## src/rtl/dijkstra_path_tracer_pkg.sv

```systemverilog
// Shared widths, sentinel value and state encoding for the Dijkstra path tracer.
// Imported by the tracer top and its path stack.
package dijkstra_path_tracer_pkg;

   localparam int DEFAULT_MADDR_WIDTH = 32;
   localparam int DEFAULT_MDATA_WIDTH = 32;
   localparam int DEFAULT_MAX_NODES   = 16;
   localparam int DEFAULT_INDEX_WIDTH = 8;
   localparam int DEFAULT_VALUE_WIDTH = 16;

   localparam logic [DEFAULT_INDEX_WIDTH-1:0] NO_PREVIOUS_NODE = '1;

   typedef enum logic [2:0] {
      TRACER_IDLE      = 3'd0,
      TRACER_CHECK     = 3'd1,
      TRACER_READ_PREV = 3'd2,
      TRACER_READ_EDGE = 3'd3,
      TRACER_EMIT      = 3'd4,
      TRACER_DONE      = 3'd5
   } tracer_state_e;

endpackage

```

## src/rtl/dijkstra_path_tracer_path_stack.sv

```systemverilog
// LIFO holding the path while it is traced backwards from the destination.
// Pushes into a full stack and pops from an empty one are ignored; clear wins.
module path_stack #(
   parameter int DEPTH = 16,
   parameter int WIDTH = 8,
   parameter int CW    = $clog2(DEPTH + 1)
) (
   input  logic             clock,
   input  logic             reset,
   input  logic             push,
   input  logic             pop,
   input  logic             clear,
   input  logic [WIDTH-1:0] push_data,
   output logic [WIDTH-1:0] top,
   output logic [CW-1:0]    count
);
   localparam int AW = $clog2(DEPTH);

   logic [WIDTH-1:0] mem_q [DEPTH];
   logic [CW-1:0]    count_q;
   logic [CW-1:0]    top_ptr;
   logic             full;
   logic             empty;
   logic             unused_ptr;

   assign full       = (count_q == CW'(DEPTH));
   assign empty      = (count_q == '0);
   assign top_ptr    = count_q - CW'(1);
   assign top        = empty ? '0 : mem_q[top_ptr[AW-1:0]];
   assign count      = count_q;
   assign unused_ptr = ^top_ptr[CW-1:AW];

   always_ff @(posedge clock or negedge reset) begin
      if (!reset) begin
         count_q <= '0;
      end else if (clear) begin
         count_q <= '0;
      end else if (push && !full) begin
         count_q <= count_q + CW'(1);
      end else if (pop && !empty) begin
         count_q <= count_q - CW'(1);
      end
   end

   // Storage needs no reset: occupancy alone defines what is valid.
   always_ff @(posedge clock) begin
      if (push && !full && !clear) begin
         mem_q[count_q[AW-1:0]] <= push_data;
      end
   end

endmodule

```

## src/rtl/dijkstra_path_tracer.sv

```systemverilog
// Walks prev[] from destination back to source, sums edge weights, then streams
// the path source-first. Reads hold enable/address until ready; one idle cycle between reads.
module dijkstra_path_tracer
   import dijkstra_path_tracer_pkg::*;
#(
   parameter int MADDR_WIDTH = DEFAULT_MADDR_WIDTH,
   parameter int MDATA_WIDTH = DEFAULT_MDATA_WIDTH,
   parameter int MAX_NODES   = DEFAULT_MAX_NODES,
   parameter int INDEX_WIDTH = DEFAULT_INDEX_WIDTH,
   parameter int VALUE_WIDTH = DEFAULT_VALUE_WIDTH
) (
   input  logic                   clock,
   input  logic                   reset,
   input  logic                   start,
   input  logic [INDEX_WIDTH-1:0] source,
   input  logic [INDEX_WIDTH-1:0] destination,
   input  logic [INDEX_WIDTH-1:0] number_of_nodes,
   input  logic [MADDR_WIDTH-1:0] base_address,
   output logic                   mem_read_enable,
   output logic [MADDR_WIDTH-1:0] mem_addr,
   input  logic                   mem_read_ready,
   input  logic [MDATA_WIDTH-1:0] mem_read_data,
   output logic [INDEX_WIDTH-1:0] path_node,
   output logic                   path_valid,
   input  logic                   path_ready,
   output logic                   path_last,
   output logic [INDEX_WIDTH-1:0] path_length,
   output logic [VALUE_WIDTH-1:0] path_cost,
   output logic                   done,
   output logic                   no_path,
   output logic                   loop_error,
   output tracer_state_e          debug_state
);
   localparam int STRIDE = MADDR_WIDTH / 8;
   localparam int PW     = 2 * INDEX_WIDTH;
   localparam int CW     = $clog2(MAX_NODES + 1);

   tracer_state_e          state_q;
   logic [INDEX_WIDTH-1:0] src_q, dst_q, n_q, cur_q, p_q, count_q, node_q, len_q;
   logic [MADDR_WIDTH-1:0] base_q, addr_q;
   logic [VALUE_WIDTH-1:0] cost_q, cost_d;
   logic                   en_q, valid_q, last_q, done_q, no_path_q, loop_q;

   logic                   push, pop, clear;
   logic [INDEX_WIDTH-1:0] push_data, stack_top, rd_index;
   logic [CW-1:0]          occ;
   logic                   range_bad, p_bad;
   logic [VALUE_WIDTH:0]   cost_sum;
   logic                   unused_data;

   function automatic logic [MADDR_WIDTH-1:0] word_addr(input logic [PW-1:0] idx);
      logic [PW-1:0] off;
      off = idx * PW'(STRIDE);
      return base_q + MADDR_WIDTH'(off);
   endfunction

   function automatic logic [MADDR_WIDTH-1:0] prev_addr(input logic [INDEX_WIDTH-1:0] j);
      return word_addr(PW'(n_q) * PW'(n_q) + PW'(j));
   endfunction

   function automatic logic [MADDR_WIDTH-1:0] edge_addr(input logic [INDEX_WIDTH-1:0] r,
                                                        input logic [INDEX_WIDTH-1:0] c);
      return word_addr(PW'(r) * PW'(n_q) + PW'(c));
   endfunction

   assign rd_index    = mem_read_data[INDEX_WIDTH-1:0];
   assign cost_sum    = {1'b0, cost_q} + {1'b0, mem_read_data[VALUE_WIDTH-1:0]};
   assign cost_d      = cost_sum[VALUE_WIDTH] ? '1 : cost_sum[VALUE_WIDTH-1:0];
   assign range_bad   = (src_q >= n_q) || (dst_q >= n_q);
   assign p_bad       = (p_q == INDEX_WIDTH'(NO_PREVIOUS_NODE)) || (p_q >= n_q);
   assign unused_data = ^mem_read_data[MDATA_WIDTH-1:VALUE_WIDTH];

   always_comb begin
      push      = 1'b0;
      pop       = 1'b0;
      clear     = 1'b0;
      push_data = p_q;
      unique case (state_q)
         TRACER_IDLE, TRACER_DONE: clear = start;
         TRACER_CHECK: begin
            push      = !range_bad;
            push_data = dst_q;
         end
         TRACER_READ_PREV: clear = !en_q && (p_bad || (count_q == n_q));
         TRACER_READ_EDGE: push  = en_q && mem_read_ready;
         TRACER_EMIT:      pop   = !valid_q || (path_ready && !last_q);
         default: ;
      endcase
   end

   path_stack #(.DEPTH(MAX_NODES), .WIDTH(INDEX_WIDTH), .CW(CW)) u_stack (
      .clock(clock), .reset(reset), .push(push), .pop(pop), .clear(clear),
      .push_data(push_data), .top(stack_top), .count(occ)
   );

   // en_q doubles as the phase bit of the two read states: high = waiting, low = data in hand.
   always_ff @(posedge clock or negedge reset) begin
      if (!reset) begin
         state_q <= TRACER_IDLE;
         src_q <= '0; dst_q <= '0; n_q <= '0; base_q <= '0;
         cur_q <= '0; p_q <= '0; count_q <= '0; cost_q <= '0;
         en_q <= 1'b0; addr_q <= '0;
         node_q <= '0; valid_q <= 1'b0; last_q <= 1'b0; len_q <= '0;
         done_q <= 1'b0; no_path_q <= 1'b0; loop_q <= 1'b0;
      end else begin
         unique case (state_q)
            TRACER_IDLE, TRACER_DONE: begin
               if (start) begin
                  src_q <= source; dst_q <= destination;
                  n_q <= number_of_nodes; base_q <= base_address;
                  done_q <= 1'b0; no_path_q <= 1'b0; loop_q <= 1'b0;
                  len_q <= '0; cost_q <= '0; node_q <= '0; last_q <= 1'b0;
                  state_q <= TRACER_CHECK;
               end
            end
            TRACER_CHECK: begin
               if (range_bad) begin
                  no_path_q <= 1'b1;
                  done_q    <= 1'b1;
                  state_q   <= TRACER_DONE;
               end else begin
                  cur_q   <= dst_q;
                  count_q <= INDEX_WIDTH'(1);
                  cost_q  <= '0;
                  if (dst_q == src_q) begin
                     state_q <= TRACER_EMIT;
                  end else begin
                     en_q    <= 1'b1;
                     addr_q  <= prev_addr(dst_q);
                     state_q <= TRACER_READ_PREV;
                  end
               end
            end
            TRACER_READ_PREV: begin
               if (en_q) begin
                  if (mem_read_ready) begin
                     p_q  <= rd_index;
                     en_q <= 1'b0;
                  end
               end else if (p_bad) begin
                  no_path_q <= 1'b1;
                  done_q    <= 1'b1;
                  state_q   <= TRACER_DONE;
               end else if (count_q == n_q) begin
                  loop_q  <= 1'b1;
                  done_q  <= 1'b1;
                  state_q <= TRACER_DONE;
               end else begin
                  en_q    <= 1'b1;
                  addr_q  <= edge_addr(p_q, cur_q);
                  state_q <= TRACER_READ_EDGE;
               end
            end
            TRACER_READ_EDGE: begin
               if (en_q) begin
                  if (mem_read_ready) begin
                     cost_q  <= cost_d;
                     cur_q   <= p_q;
                     count_q <= count_q + INDEX_WIDTH'(1);
                     en_q    <= 1'b0;
                  end
               end else if (cur_q == src_q) begin
                  state_q <= TRACER_EMIT;
               end else begin
                  en_q    <= 1'b1;
                  addr_q  <= prev_addr(cur_q);
                  state_q <= TRACER_READ_PREV;
               end
            end
            TRACER_EMIT: begin
               if (!valid_q) begin
                  node_q  <= stack_top;
                  valid_q <= 1'b1;
                  last_q  <= (occ == CW'(1));
                  len_q   <= INDEX_WIDTH'(occ);
               end else if (path_ready) begin
                  if (last_q) begin
                     valid_q <= 1'b0;
                     done_q  <= 1'b1;
                     state_q <= TRACER_DONE;
                  end else begin
                     node_q <= stack_top;
                     last_q <= (occ == CW'(1));
                  end
               end
            end
            default: state_q <= TRACER_IDLE;
         endcase
      end
   end

   assign mem_read_enable = en_q;
   assign mem_addr        = addr_q;
   assign path_node       = node_q;
   assign path_valid      = valid_q;
   assign path_last       = last_q;
   assign path_length     = len_q;
   assign path_cost       = cost_q;
   assign done            = done_q;
   assign no_path         = no_path_q;
   assign loop_error      = loop_q;
   assign debug_state     = state_q;

endmodule

```

## config.mk

```make
export PLATFORM = sky130hd
export DESIGN_NAME = dijkstra_path_tracer
export DESIGN_NICKNAME = d
export VERILOG_FILES = /design/src/rtl/dijkstra_path_tracer_pkg.sv /design/src/rtl/dijkstra_path_tracer_path_stack.sv /design/src/rtl/dijkstra_path_tracer.sv
export SDC_FILE = /design/constraint.sdc
export NUM_CORES = 1
export LEC_CHECK = 0
export ABC_AREA = 0
export CORE_MARGIN = 5
export CORE_UTILIZATION = 58
export CTS_BUF_LIST = sky130_fd_sc_hd__clkbuf_2 sky130_fd_sc_hd__clkbuf_4 sky130_fd_sc_hd__clkbuf_8
export DETAILED_ROUTE_END_ITERATION = 10
export MAX_ROUTING_LAYER = met4
export PLACE_DENSITY = 0.8
export SKIP_LAST_GASP = 1
export SLEW_MARGIN = 20
export SYNTH_ARGS = -nofsm -noshare
export SYNTH_HDL_FRONTEND = slang
export SYNTH_SLANG_ARGS = --single-unit
```

## constraint.sdc

```tcl
create_clock -name clock -period 17.52 [get_ports clock]
set_clock_uncertainty 0.2 [all_clocks]
set_input_delay 2.628 -clock clock [delete_from_list [all_inputs] [get_ports clock]]
set_output_delay 2.628 -clock clock [all_outputs]
set_load 0.005 [all_outputs]
```

Word level (Yosys, flattened, before mapping)
Memory sizes are Yosys's and may differ from the RTL's.
Index checks and enable logic that the tools add are counted.

word-level totals
  output and inout bits = 73
  word-level logic and storage cells = 189
  memory bits (writable) = 128
  flip-flop bits (word level) = 158
  input port bits = 93
  memories = 1

cells by class
  $mul = 2
  order comparisons = 3
  equality and inequality tests = 31
  muxes and demuxes = 82
  reduce and logical (&&, ||, !) cells = 41
  $add $sub $neg = 10

memories
  name           words  bits a word  rd ports  clocked after memory_dff  wr ports  line                                   RTL
  u_stack.mem_q  16     8            1         0                         1         dijkstra_path_tracer_path_stack.sv:19  logic [WIDTH-1:0] mem_q [DEPTH];

operator list
  kind                 number
  $mux 32              7
  $mux 8               13
  $add 32x16->32       3
  $pmux 32 s3          1
  $mux 16              5
  $pmux 8 s2           4
  $pmux 16 s3          1
  $add 14x8->14        3
  $ne 2x2->1 const B   17
  $mux 3               11
  $mux 1               29
  $mul 8x8->14         2
  $eq 8x8->1           3
  $ge 8x8->1           3
  $add 16x16->17       1
  $reduce_and 8->1     2
  $mux 5               3
  $pmux 3 s5           1
  $reduce_and 5->1     3
  $reduce_and 3->1     4
  $reduce_bool 3->1    4
  $ne 3x3->1 const B   3
  $add 8x1->8 const B  1
  $eq 8x8->1 const B   1
  other kinds (21)     44

Logic depth before layout (Yosys ltp)
  depth in word-level cells = 9
  gate-level depth with buffers = 32
  mapped depth without buffers = 31

Modules after synthesis
From an unflattened synthesis, not the netlist that was laid out.

second synthesis, totals
  cell total of the unflattened synthesis = 1765
  area total of the unflattened synthesis = 18529.0 sq um

by module, submodules not included
  module                sequential area each (sq um)  area an instance (sq um)  instances  cells an instance
  dijkstra_path_tracer  3753.6                        13067.5                   1          1498
  path_stack            3968.8                        5461.5                    1          267

Least setup slack after synthesis
OpenSTA, ideal clock, no wires.

  path type = reg2reg
  start point = reg n_q[3]
  end point = reg addr_q[16] (netlist: mem_addr[16])
  period minus slack after synthesis = 6961 ps
  library setup time = 125 ps
  buffers on the path = 1
  cell stages (with the launch flop) = 30
  setup slack = 10559 ps
  arrival = 6636 ps
  data required time = 17195 ps
  cells stage by stage = dfrtp_1 buf_2 clkinv_1 nor2_1 xor2_1 ha_1 a21oi_1 fa_1 inv_1 ha_1 inv_1 fa_1 inv_1 ha_1 a21o_1 a21oi_1 xnor2_1 ha_1 or3_1 o311ai_1 mux2i_1 or3_1 a31oi_1 ha_1 nand2_1 o31a_1 a21oi_1 nor2_1 a221o_1 mux2_4

between the ends
  cells in the longest elaborated chain, start to end = 7
  elaborated cells on any way between the ends = 26
  those cells by class = add/sub: 6; mul: 2; order compare: 3; eq/ne: 4; mux: 8; reduce/logical: 3

ends and longest elaborated chain
  what                      line                         RTL
  start: declaration        dijkstra_path_tracer.sv:39   logic [INDEX_WIDTH-1:0] src_q, dst_q, n_q, cur_q, p_q, count_q, node_q, len_q;
  start signal: assignment  dijkstra_path_tracer.sv:110  n_q <= number_of_nodes; base_q <= base_address;
  $mul 8x8->14              dijkstra_path_tracer.sv:63   return word_addr(PW'(r) * PW'(n_q) + PW'(c));
  $add 14x8->14             dijkstra_path_tracer.sv:63
  $add 32x16->32            dijkstra_path_tracer.sv:54   return base_q + MADDR_WIDTH'(off);
  $mux 32                   dijkstra_path_tracer.sv:144  end else if (count_q == n_q) begin
  $mux 32                   dijkstra_path_tracer.sv:140  end else if (p_bad) begin
  $mux 32                   dijkstra_path_tracer.sv:135  if (en_q) begin
  $pmux 32 s3               dijkstra_path_tracer.sv:106  unique case (state_q)
  end signal: assignment    dijkstra_path_tracer.sv:129  addr_q <= prev_addr(dst_q);
  end signal: assignment    dijkstra_path_tracer.sv:150  addr_q <= edge_addr(p_q, cur_q);
  end signal: assignment    dijkstra_path_tracer.sv:166  addr_q <= prev_addr(cur_q);
  end: declaration          dijkstra_path_tracer.sv:40   logic [MADDR_WIDTH-1:0] base_q, addr_q;

Several ways; a longest one is shown, not always the timed one. The select of a mux whose other input is x is not followed.
A chain may end at the register's enable or synchronous reset.

Worst setup path in the final report
  start point = reg n_q[1]
  end point = reg addr_q[28] (netlist: mem_addr[28])

The elaborated chain is that of the path after synthesis.

==> results.toml <==
[timing]
hold_viol = 0
period_share_pct = 50.1
period_minus_slack_ps = 8770
max_clock_freq_mhz = 114
tns_ps = 0
worst_pin_slew_ps = 966
fin_ws_ps = 8750
max_slew_margin_pct = 35.3
setup_viol = 0
drv_slew = 0
rsz0062_at_grt = "no"

[outcome]
status = "finished, final reports clean"

[global_route]
grtUsageTotal_pct = 27.4
antenna_found_initial = 1
grt_max_degree = 72
grt_pass1_wl_um = 77100
grt-ovfl-total = 0
first_global_vias = 15149

[route]
drt_pass1_iterations = 5
via_count = 14455
routed_wirelength_um = 47900
vias_per_cell = 6.08
ant_nets = 0
wl_per_cell_um = 20.1
drt_iter0_markers = 1426
post-route-drc-count = 0

[cts]
clock-sinks = 283
cts_resized = 0
htree_levels = 2
clockBufferDepth = 3
cts_setup_buffers = 0
cts_tree = "yes"
cts.clk_slew.worst_paths_ps = 70
hold_buffers = 0
numCtsBuffers = 47
root_buffer = "clkbuf_8"
clock_latency_ps = 590

[placement]
post-dp-hpwl_um = 34300
globalplace.congestion = 0.926
placed_area_mm2 = 0.0204
numPortBuffers = 146
dp_slack_ps = 8980

[hold_path]
hp-class = "flip-flop to flip-flop"
min_path_cells = 2

[logic_synthesis]
synth_cell_types = 75
synth_cells = 1801
yosysSeqAreaShare_pct = 41.5
yosysWarnings = 0
avgSynthCellArea_um2 = 10.3
synthArstFlopShare_pct = 54.8
synth-seq-cells = 283
netlist.area_leader.share_pct = 20.9
synth_area_leader_cell = "dfrtp_1"
ys_top_cells_by_area = "dfrtp_1 (21%), edfxtp_1 (21%), ha_1 (8.9%)"
synth_edf_count = 128
ys.flop_type = "dfrtp_1"
syn_area_mm2 = 0.0186

[worst_setup_path]
required_ps = 17780
crit_arrival_ps = 9030
start_kind = "flip-flop"
crit_slowest_cell = "dfrtp_1"
cp_max_fo = 11
max_stage_delay_ps = 640
crit_top_cell = "ha_1"
criticalPathCategory = "flip-flop to flip-flop"
rr_worst_depth = 28
critPathCaptureType = "flip-flop"

[floorplanning]
fp.dieH_um = 189
io_pins = 166
chipWidth_um = 189
core_mm2 = 0.0316
dieArea_mm2 = 0.0357
num_rows = 65
start_util_pct = 58.8

[cells_and_area]
area_delta_synth_final_pct = 15.3
drive_gt1_share_pct = 9.12
fin_nets = 2229
stdcell_area_mm2 = 0.0215

[job]
cap_viol_max_count = 0
==> stage by stage <==
stage | utilization (%) | hold slack (ps) | instances
2_1_floorplan | - | 240 | 1805
3_3_place_gp | 64.4 | 264 | 2289
3_5_place_dp | 64.4 | 269 | 2289
4_1_cts | 67.8 | 285 | 2376
5_1_grt | 67.8 | 314 | 2377
6_report | 67.8 | 279 | 2377
==> registers in the layout, summed over array words and instances (netlist names), 5 cells and up <==
register       flops
dst_q              8
count_q            8
src_q              8
cur_q              8
n_q                8
p_q                8
u_stack.mem_q    128
mem_addr          32
path_length        5
base_q            32
path_node          8
u_stack.count      5
path_cost         16
==> final timing paths <==
| path | start | end | slack (ps) |
|---|---|---|---|
| max in group asynchronous | reset | base_q[17] | 13500 |
| min in group asynchronous | reset | path_cost[8] | 1780 |
| worst min register to register | base_q[1] | base_q[1] | 280 |
| worst min-delay path | base_q[1] | base_q[1] | 280 |
| worst max register to register | n_q[1] | mem_addr[28] | 8750 |
| worst max-delay path | n_q[1] | mem_addr[28] | 8750 |
==> critical path, delay by kind of cell, from the launching register on <==
| kind | cells | cell delay, ps |
|---|---|---|
| mux | 2 | 420 |
| flops | 1 | 640 |
| simple gates | 5 | 1510 |
| compound gates | 7 | 2360 |
| buf+inv | 4 | 700 |
| fa+ha+maj | 7 | 2330 |
| xor+xnor | 3 | 470 |
==> kinds of logic after synthesis <==
kind of cell / count (synthesis) / share of synthesized area (%)
AO/OA/AOI/OAI: 318 / 11.2
XOR/XNOR: 100 / 4.71
adder cells (fa/ha/maj): 200 / 16.2
buffers and inverters: 208 / 4.43
flip-flops: 283 / 41.5
multiplexers: 78 / 7.02
other: 1 / 0.0202
AND/OR/NAND/NOR: 613 / 14.9
==> layout make-up <==
type | count | area (um2)
fill | 2339 | 10200
multi-input combinational | 1314 | 10100
sequential | 283 | 7720
timing repair buffer | 163 | 1590
clock buffer | 62 | 803
tap | 402 | 503
inverter | 127 | 477
clock inverter | 25 | 258
antenna | 1 | 2.50
==> Yosys cell counts (12+ instances only) <==
| cell | count |
|---|---|
| nand4_1 | 20 |
| mux4_2 | 32 |
| nand3b_1 | 13 |
| a31oi_1 | 14 |
| xor2_1 | 39 |
| mux2_4 | 20 |
| dfrtp_1 | 155 |
| o21ai_0 | 110 |
| ha_1 | 132 |
| clkbuf_1 | 65 |
| fa_1 | 68 |
| nand2b_1 | 12 |
| nand3_1 | 24 |
| edfxtp_1 | 128 |
| mux2_2 | 15 |
| a21oi_1 | 51 |
| and3_1 | 23 |
| nor3_1 | 27 |
| a211oi_1 | 16 |
| nand2_1 | 342 |
| nor2b_1 | 12 |
| a21o_1 | 31 |
| inv_1 | 121 |
| xnor2_1 | 61 |
| and2_1 | 25 |
| nor2_1 | 83 |
==> routing by layer <==
metal  global-route usage [%]  part of all wire [%]  up-vias
met2                     44.5                    49      665
met5                        -                     0        -
met3                     5.55                   8.8       95
met4                     8.16                   2.5        0
met1                     35.2                    40     7120
li1                         -                     -     6575
==> layout by cell type, fill, tap and decap left out, types with 39 or more instances in the layout <==
cell type,n
nand2_1,342
dfrtp_1,154
clkdlybuf4s50_1,145
ha_1,132
edfxtp_1,128
inv_1,121
o21ai_0,110
nor2_1,82
fa_1,68
xnor2_1,60
clkbuf_8,54
a21oi_1,51
xor2_1,39
Power is not shown: default switching activity piles up to over one toggle a cycle in this logic, so the estimate is an artifact.
